$ cat config.mk
export PLATFORM = sky130hd
export DESIGN_NAME = pc_gen
export DESIGN_NICKNAME = d
export VERILOG_FILES = /design/src/rtl/cpu_pkg.sv /design/src/rtl/pc_next_calc.sv /design/src/rtl/pc_gen.sv
export SDC_FILE = /design/constraint.sdc
export NUM_CORES = 1
export LEC_CHECK = 0
export CORE_UTILIZATION = 30
export CTS_CLUSTER_DIAMETER = 100
export CTS_CLUSTER_SIZE = 12
export DETAILED_ROUTE_END_ITERATION = 8
export GPL_TIMING_DRIVEN = 1
export HOLD_SLACK_MARGIN = 0.1
export RECOVER_POWER = 100
export SYNTH_ARGS = -nofsm -noshare
export SYNTH_HDL_FRONTEND = slang
export SYNTH_SLANG_ARGS = --single-unit
$ cat constraint.sdc
create_clock -name clk -period 1.8 [get_ports clk]
set_input_delay 0.27 -clock clk [delete_from_list [all_inputs] [get_ports clk]]
set_output_delay 0.27 -clock clk [all_outputs]
set_load 0.03 [all_outputs]
$ cat src/rtl/cpu_pkg.sv
// Shared CPU definitions: fetch-state encoding and PC geometry defaults used by
// the PC generator, instruction memory and operand-A select.
package cpu_pkg;

    typedef enum logic [1:0] {
        ST_BOOT = 2'd0,
        ST_RUN  = 2'd1,
        ST_HALT = 2'd2
    } state_t;

    localparam int CPU_PC_W     = 5;
    localparam int CPU_RESET_PC = 0;

endpackage

$ cat src/rtl/pc_next_calc.sv
// Combinational next-PC selection for the RUN state (stall > jump > branch > increment),
// plus sequential-wrap detection and the jump-and-link return address.
module pc_next_calc #(
    parameter int PC_W  = 5,
    parameter int OFF_W = 5
) (
    input  logic [PC_W-1:0]  i_pc,
    input  logic             i_stall,
    input  logic             i_branch_en,
    input  logic [OFF_W-1:0] i_br_offset,
    input  logic             i_jump_en,
    input  logic [PC_W-1:0]  i_jump_addr,
    input  logic             i_link_en,
    output logic [PC_W-1:0]  o_pc_next,
    output logic             o_wrap_next,
    output logic [PC_W-1:0]  o_link_next,
    output logic             o_link_we
);

    logic [PC_W:0]   w_off_ext;
    logic [PC_W-1:0] w_pc_inc;
    logic [PC_W-1:0] w_br_target;

    // Offset is widened one bit past the PC so a negative offset borrows correctly; carry is dropped.
    assign w_off_ext   = {{(PC_W + 1 - OFF_W){i_br_offset[OFF_W-1]}}, i_br_offset};
    assign w_br_target = PC_W'({1'b0, i_pc} + w_off_ext);
    assign w_pc_inc    = i_pc + PC_W'(1);
    assign o_link_next = w_pc_inc;

    always_comb begin
        o_pc_next   = i_pc;
        o_wrap_next = 1'b0;
        o_link_we   = 1'b0;
        if (i_stall) begin
            o_pc_next = i_pc;
        end else if (i_jump_en) begin
            o_pc_next = i_jump_addr;
            o_link_we = i_link_en;
        end else if (i_branch_en) begin
            o_pc_next = w_br_target;
        end else begin
            o_pc_next   = w_pc_inc;
            o_wrap_next = (i_pc == '1);
        end
    end

endmodule

$ cat src/rtl/pc_gen.sv
// Program-counter generator: BOOT/RUN/HALT fetch FSM holding the PC, link address
// and the registered sequential-wrap pulse.
module pc_gen
    import cpu_pkg::*;
#(
    parameter int PC_W     = CPU_PC_W,
    parameter int RESET_PC = CPU_RESET_PC,
    parameter int OFF_W    = 5
) (
    input  logic             clk,
    input  logic             rst_n,
    input  logic             stall,
    input  logic             branch_en,
    input  logic [OFF_W-1:0] br_offset,
    input  logic             jump_en,
    input  logic [PC_W-1:0]  jump_addr,
    input  logic             link_en,
    input  logic             halt,
    input  logic             resume,
    output logic [PC_W-1:0]  pc,
    output logic [PC_W-1:0]  link_addr,
    output logic             pc_valid,
    output logic             wrap,
    output logic             halted
);

    state_t          r_state;
    state_t          w_state_next;
    logic [PC_W-1:0] r_pc;
    logic [PC_W-1:0] r_link;
    logic            r_wrap;
    logic [PC_W-1:0] w_pc_next;
    logic [PC_W-1:0] w_link_next;
    logic            w_wrap_next;
    logic            w_link_we;
    logic            w_run_update;

    pc_next_calc #(
        .PC_W  (PC_W),
        .OFF_W (OFF_W)
    ) u_next (
        .i_pc        (r_pc),
        .i_stall     (stall),
        .i_branch_en (branch_en),
        .i_br_offset (br_offset),
        .i_jump_en   (jump_en),
        .i_jump_addr (jump_addr),
        .i_link_en   (link_en),
        .o_pc_next   (w_pc_next),
        .o_wrap_next (w_wrap_next),
        .o_link_next (w_link_next),
        .o_link_we   (w_link_we)
    );

    // Halt outranks every PC-changing control, so only a non-halting RUN cycle touches the PC.
    assign w_run_update = (r_state == ST_RUN) && !halt;

    always_comb begin
        w_state_next = r_state;
        pc_valid     = 1'b0;
        halted       = 1'b0;
        case (r_state)
            ST_BOOT: w_state_next = halt ? ST_HALT : ST_RUN;
            ST_RUN: begin
                pc_valid     = 1'b1;
                w_state_next = halt ? ST_HALT : ST_RUN;
            end
            ST_HALT: begin
                halted       = 1'b1;
                w_state_next = (resume && !halt) ? ST_RUN : ST_HALT;
            end
            default: w_state_next = ST_BOOT;
        endcase
    end

    always_ff @(posedge clk or negedge rst_n) begin
        if (!rst_n) begin
            r_state <= ST_BOOT;
            r_pc    <= PC_W'(RESET_PC);
            r_link  <= '0;
            r_wrap  <= 1'b0;
        end else begin
            r_state <= w_state_next;
            r_wrap  <= 1'b0;
            if (w_run_update) begin
                r_pc   <= w_pc_next;
                r_wrap <= w_wrap_next;
                if (w_link_we) begin
                    r_link <= w_link_next;
                end
            end
        end
    end

    assign pc        = r_pc;
    assign link_addr = r_link;
    assign wrap      = r_wrap;

endmodule

==> results.md <==
- Crit start category: register
- DPL Wire Length: 1722 µm
- Ys flop type: dfrtp_1
- VDD IR max: 0.0005152 V
- CP required: 1530 ps
- Mapped Avg Cell Area: 9.327 µm²
- CP Capture Type: output port
- Area Overhead vs Synth: 42.95%
- Crit-path max FO: 5
- RSZ-0062 raised after global routing: false
- Pwr/cell area: 1034 mW/mm²
- Violations in the final reports: DRC
- CTS Hold Buffers Added: 0
- Bufs on Longest Clock Path: 2
- Total GRT Usage: 14.45%
- Buffers on Ports: 30
- N_diodes: 0
- Crit Path Category: register to output port
- CTS root buf: clkbuf_4
- Fmax: 584.8 MHz
- Compound-Gate Fraction of Synth Area: 16.53%
- Largest net degree at the start of global routing: 14
- Delay-heaviest family, CP: buffers and inverters
- Final Max Tran Viols: 0
- CTS tree: yes
- Final period util: 94.99%
- Adder-cell area share of the yosys netlist: 10.30%
- Slowest-stage cell, CP: clkdlybuf4s50_1
- Min Tclk post-route: 1710 ps
- Die area: 0.003304 mm²
- Hold Violations, Final: 0
- Clock transition at path regs: 80 ps
- Layout cells sized above 1: 16.55%
- Initial Utilization: 32.64%
- Clock Skews: 0.9077 ps
- CP cell instances: clkdlybuf4s50_1
- Synth Area in XOR/XNOR: 1.897%
- Flops & latches, synth: 13
- Synth Area in Simple Gates: 27.91%
- Cell Rows: 19
- DR vias/cell: 5.059
- Crit path from: pc[3]
- Routed Antenna Nets: 0
- Mux cell area share after synthesis: 2.168%
- Final nets: 165
- Final instance area: 0.001320 mm²
- Outcome: finished with violations
- CTS Buf Count: 3
- Ys Warns: 0
- Largest family of logic cells by synthesized area: simple AND/OR/NAND/NOR gates
- Total gr overflow: 0
- Worst hold path type: input pin to async pin
- Finished Layout Cells: 170
- Main area contributors after synthesis: dfrtp_1 (35%), ha_1 (8.1%), nand2_1 (6.1%), a21oi_1 (3.3%), nor2_1 (3.3%)
- WP buf/inv: 1
- Reg2reg start: pc[0]
- Max-cap check violation count: 0
- Commonest non-fill, non-tap cell in the layout: clkdlybuf4s50_1
- Post-Syn Area: 923.4 µm²
- I/O pin cnt: 31
- DRT iter0 DRCs: 13
- Cell variety after synth: 39
- Slew headroom: 61.20%
- Placed Area: 0.001311 mm²
- Final wirelength: 2163 µm
- # setup viols final: 0
- Wire per inst: 12.72 µm
- Vias in the first global route: 825
- Post-synth ARST share: 100.0%
- Yosys top cell by area: dfrtp_1
- CP max stage delay: 710 ps
- Inst Count DP: 166
- Finished Core Util: 46.66%
- Syn Inst Count: 99
- DR pass1 iterations: 6
- WP data arrival: 1440 ps
- Most frequent cells in the layout: clkdlybuf4s50_1 (17), nand2_1 (15), dfrtp_1 (12)
- Worst hold slack: 434.3 ps
- Pleak: 0.6031 nW
- # DRC: 2
- Initial antenna violation count: 0
- H-tree depth: 1
- Clock sinks: 13
- Share of the synthesized area in the top cell type: 35.23%
- Slew @ Worst Pin: 580.1 ps
- Worst skew pair latency: 270 ps
- Core area: 0.002829 mm²
- Post-synth EDFFs: 0
- Die height: 57.48 µm
- Power Total: 0.001365 W
- Die width: 57.48 µm
- Vias: 860
- Sequential area share after synthesis: 35.23%
- First-pass GRT wire length: 3705 µm
- Final Wtd Congestion: 0.8464
- Syn nets: 124
-- cells in the mapped netlist (all sizes together) (2+ instances only) --
cell and number:
nand2b 3, o22ai 2, nand3 2, o21ai 6, ha 6, a31oi 2, a211oi 3, mux2i 2
and3 2, nor2b 2, nor4b 2, dfrtp 13, a21oi 6, inv 5, buf 2, nand2 16
nor2 9
-- final cells by class --
type	count	area, µm²
clock buffers	4	26.28
fillers	291	1509
inverters	5	18.77
multi-input cells	78	566.8
flip-flops and latches	13	326.6
well taps	31	38.79
repair buffers	39	342.8
-- final timing paths --
check                                     to  slack, ps  depth (start not counted)
worst max-delay path                   pc[3]         90                          1
worst min-delay path            link_addr[4]        430                          1
max in group asynchronous              pc[0]        960                          1
worst max register to register         pc[4]         90                          7
worst min register to register  link_addr[4]        470                          2
min in group clk                link_addr[4]        470                          2
-- power breakdown --
group / switching, W / internal (W) / total [W]
logic: 0.000400 / 0.000328 / 0.000728
registers: 0.0000919 / 0.000367 / 0.000459
clock network: 0.0000918 / 0.0000857 / 0.000178
total: 0.000583 / 0.000781 / 0.00136
-- through the flow --
stage / setup WS (ps) / setup TNS [ps]
finish: 90.10 / 0
global route: 32.01 / 0
CTS: 20.77 / 0
detailed placement: -342.0 / -895.0
global placement: -289.7 / -795.3
floorplan: 23.85 / 0
-- flip-flops by register name, indices dropped and copies added, names as in the netlist --
register	cells
pc	5
r_state	2
wrap	1
link_addr	5
-- per-layer routing --
layer | GRT usage [%] | wire, µm
met1 | 19.55 | 1057
met2 | 22.59 | 974
met3 | 1.814 | 103
met4 | 7.317 | 27
met5 | 0 | 0
-- cells by family (layout without fill, tap and decap cells) --
family,Yosys count,in the layout
buffers and inverters,8,48
XOR/XNOR,2,2
adder cells (fa/ha/maj),7,7
flip-flops,13,13
AND/OR/NAND/NOR,43,43
multiplexers,2,2
AO/OA/AOI/OAI,24,24
-- repair_timing --
item                       4_1_cts  5_1_grt
setup endpoints to repair        3        5
setup buffers                    0        0
pin swaps                        1        1
resized for setup                4        4
Power figures use the tool's default switching activity.
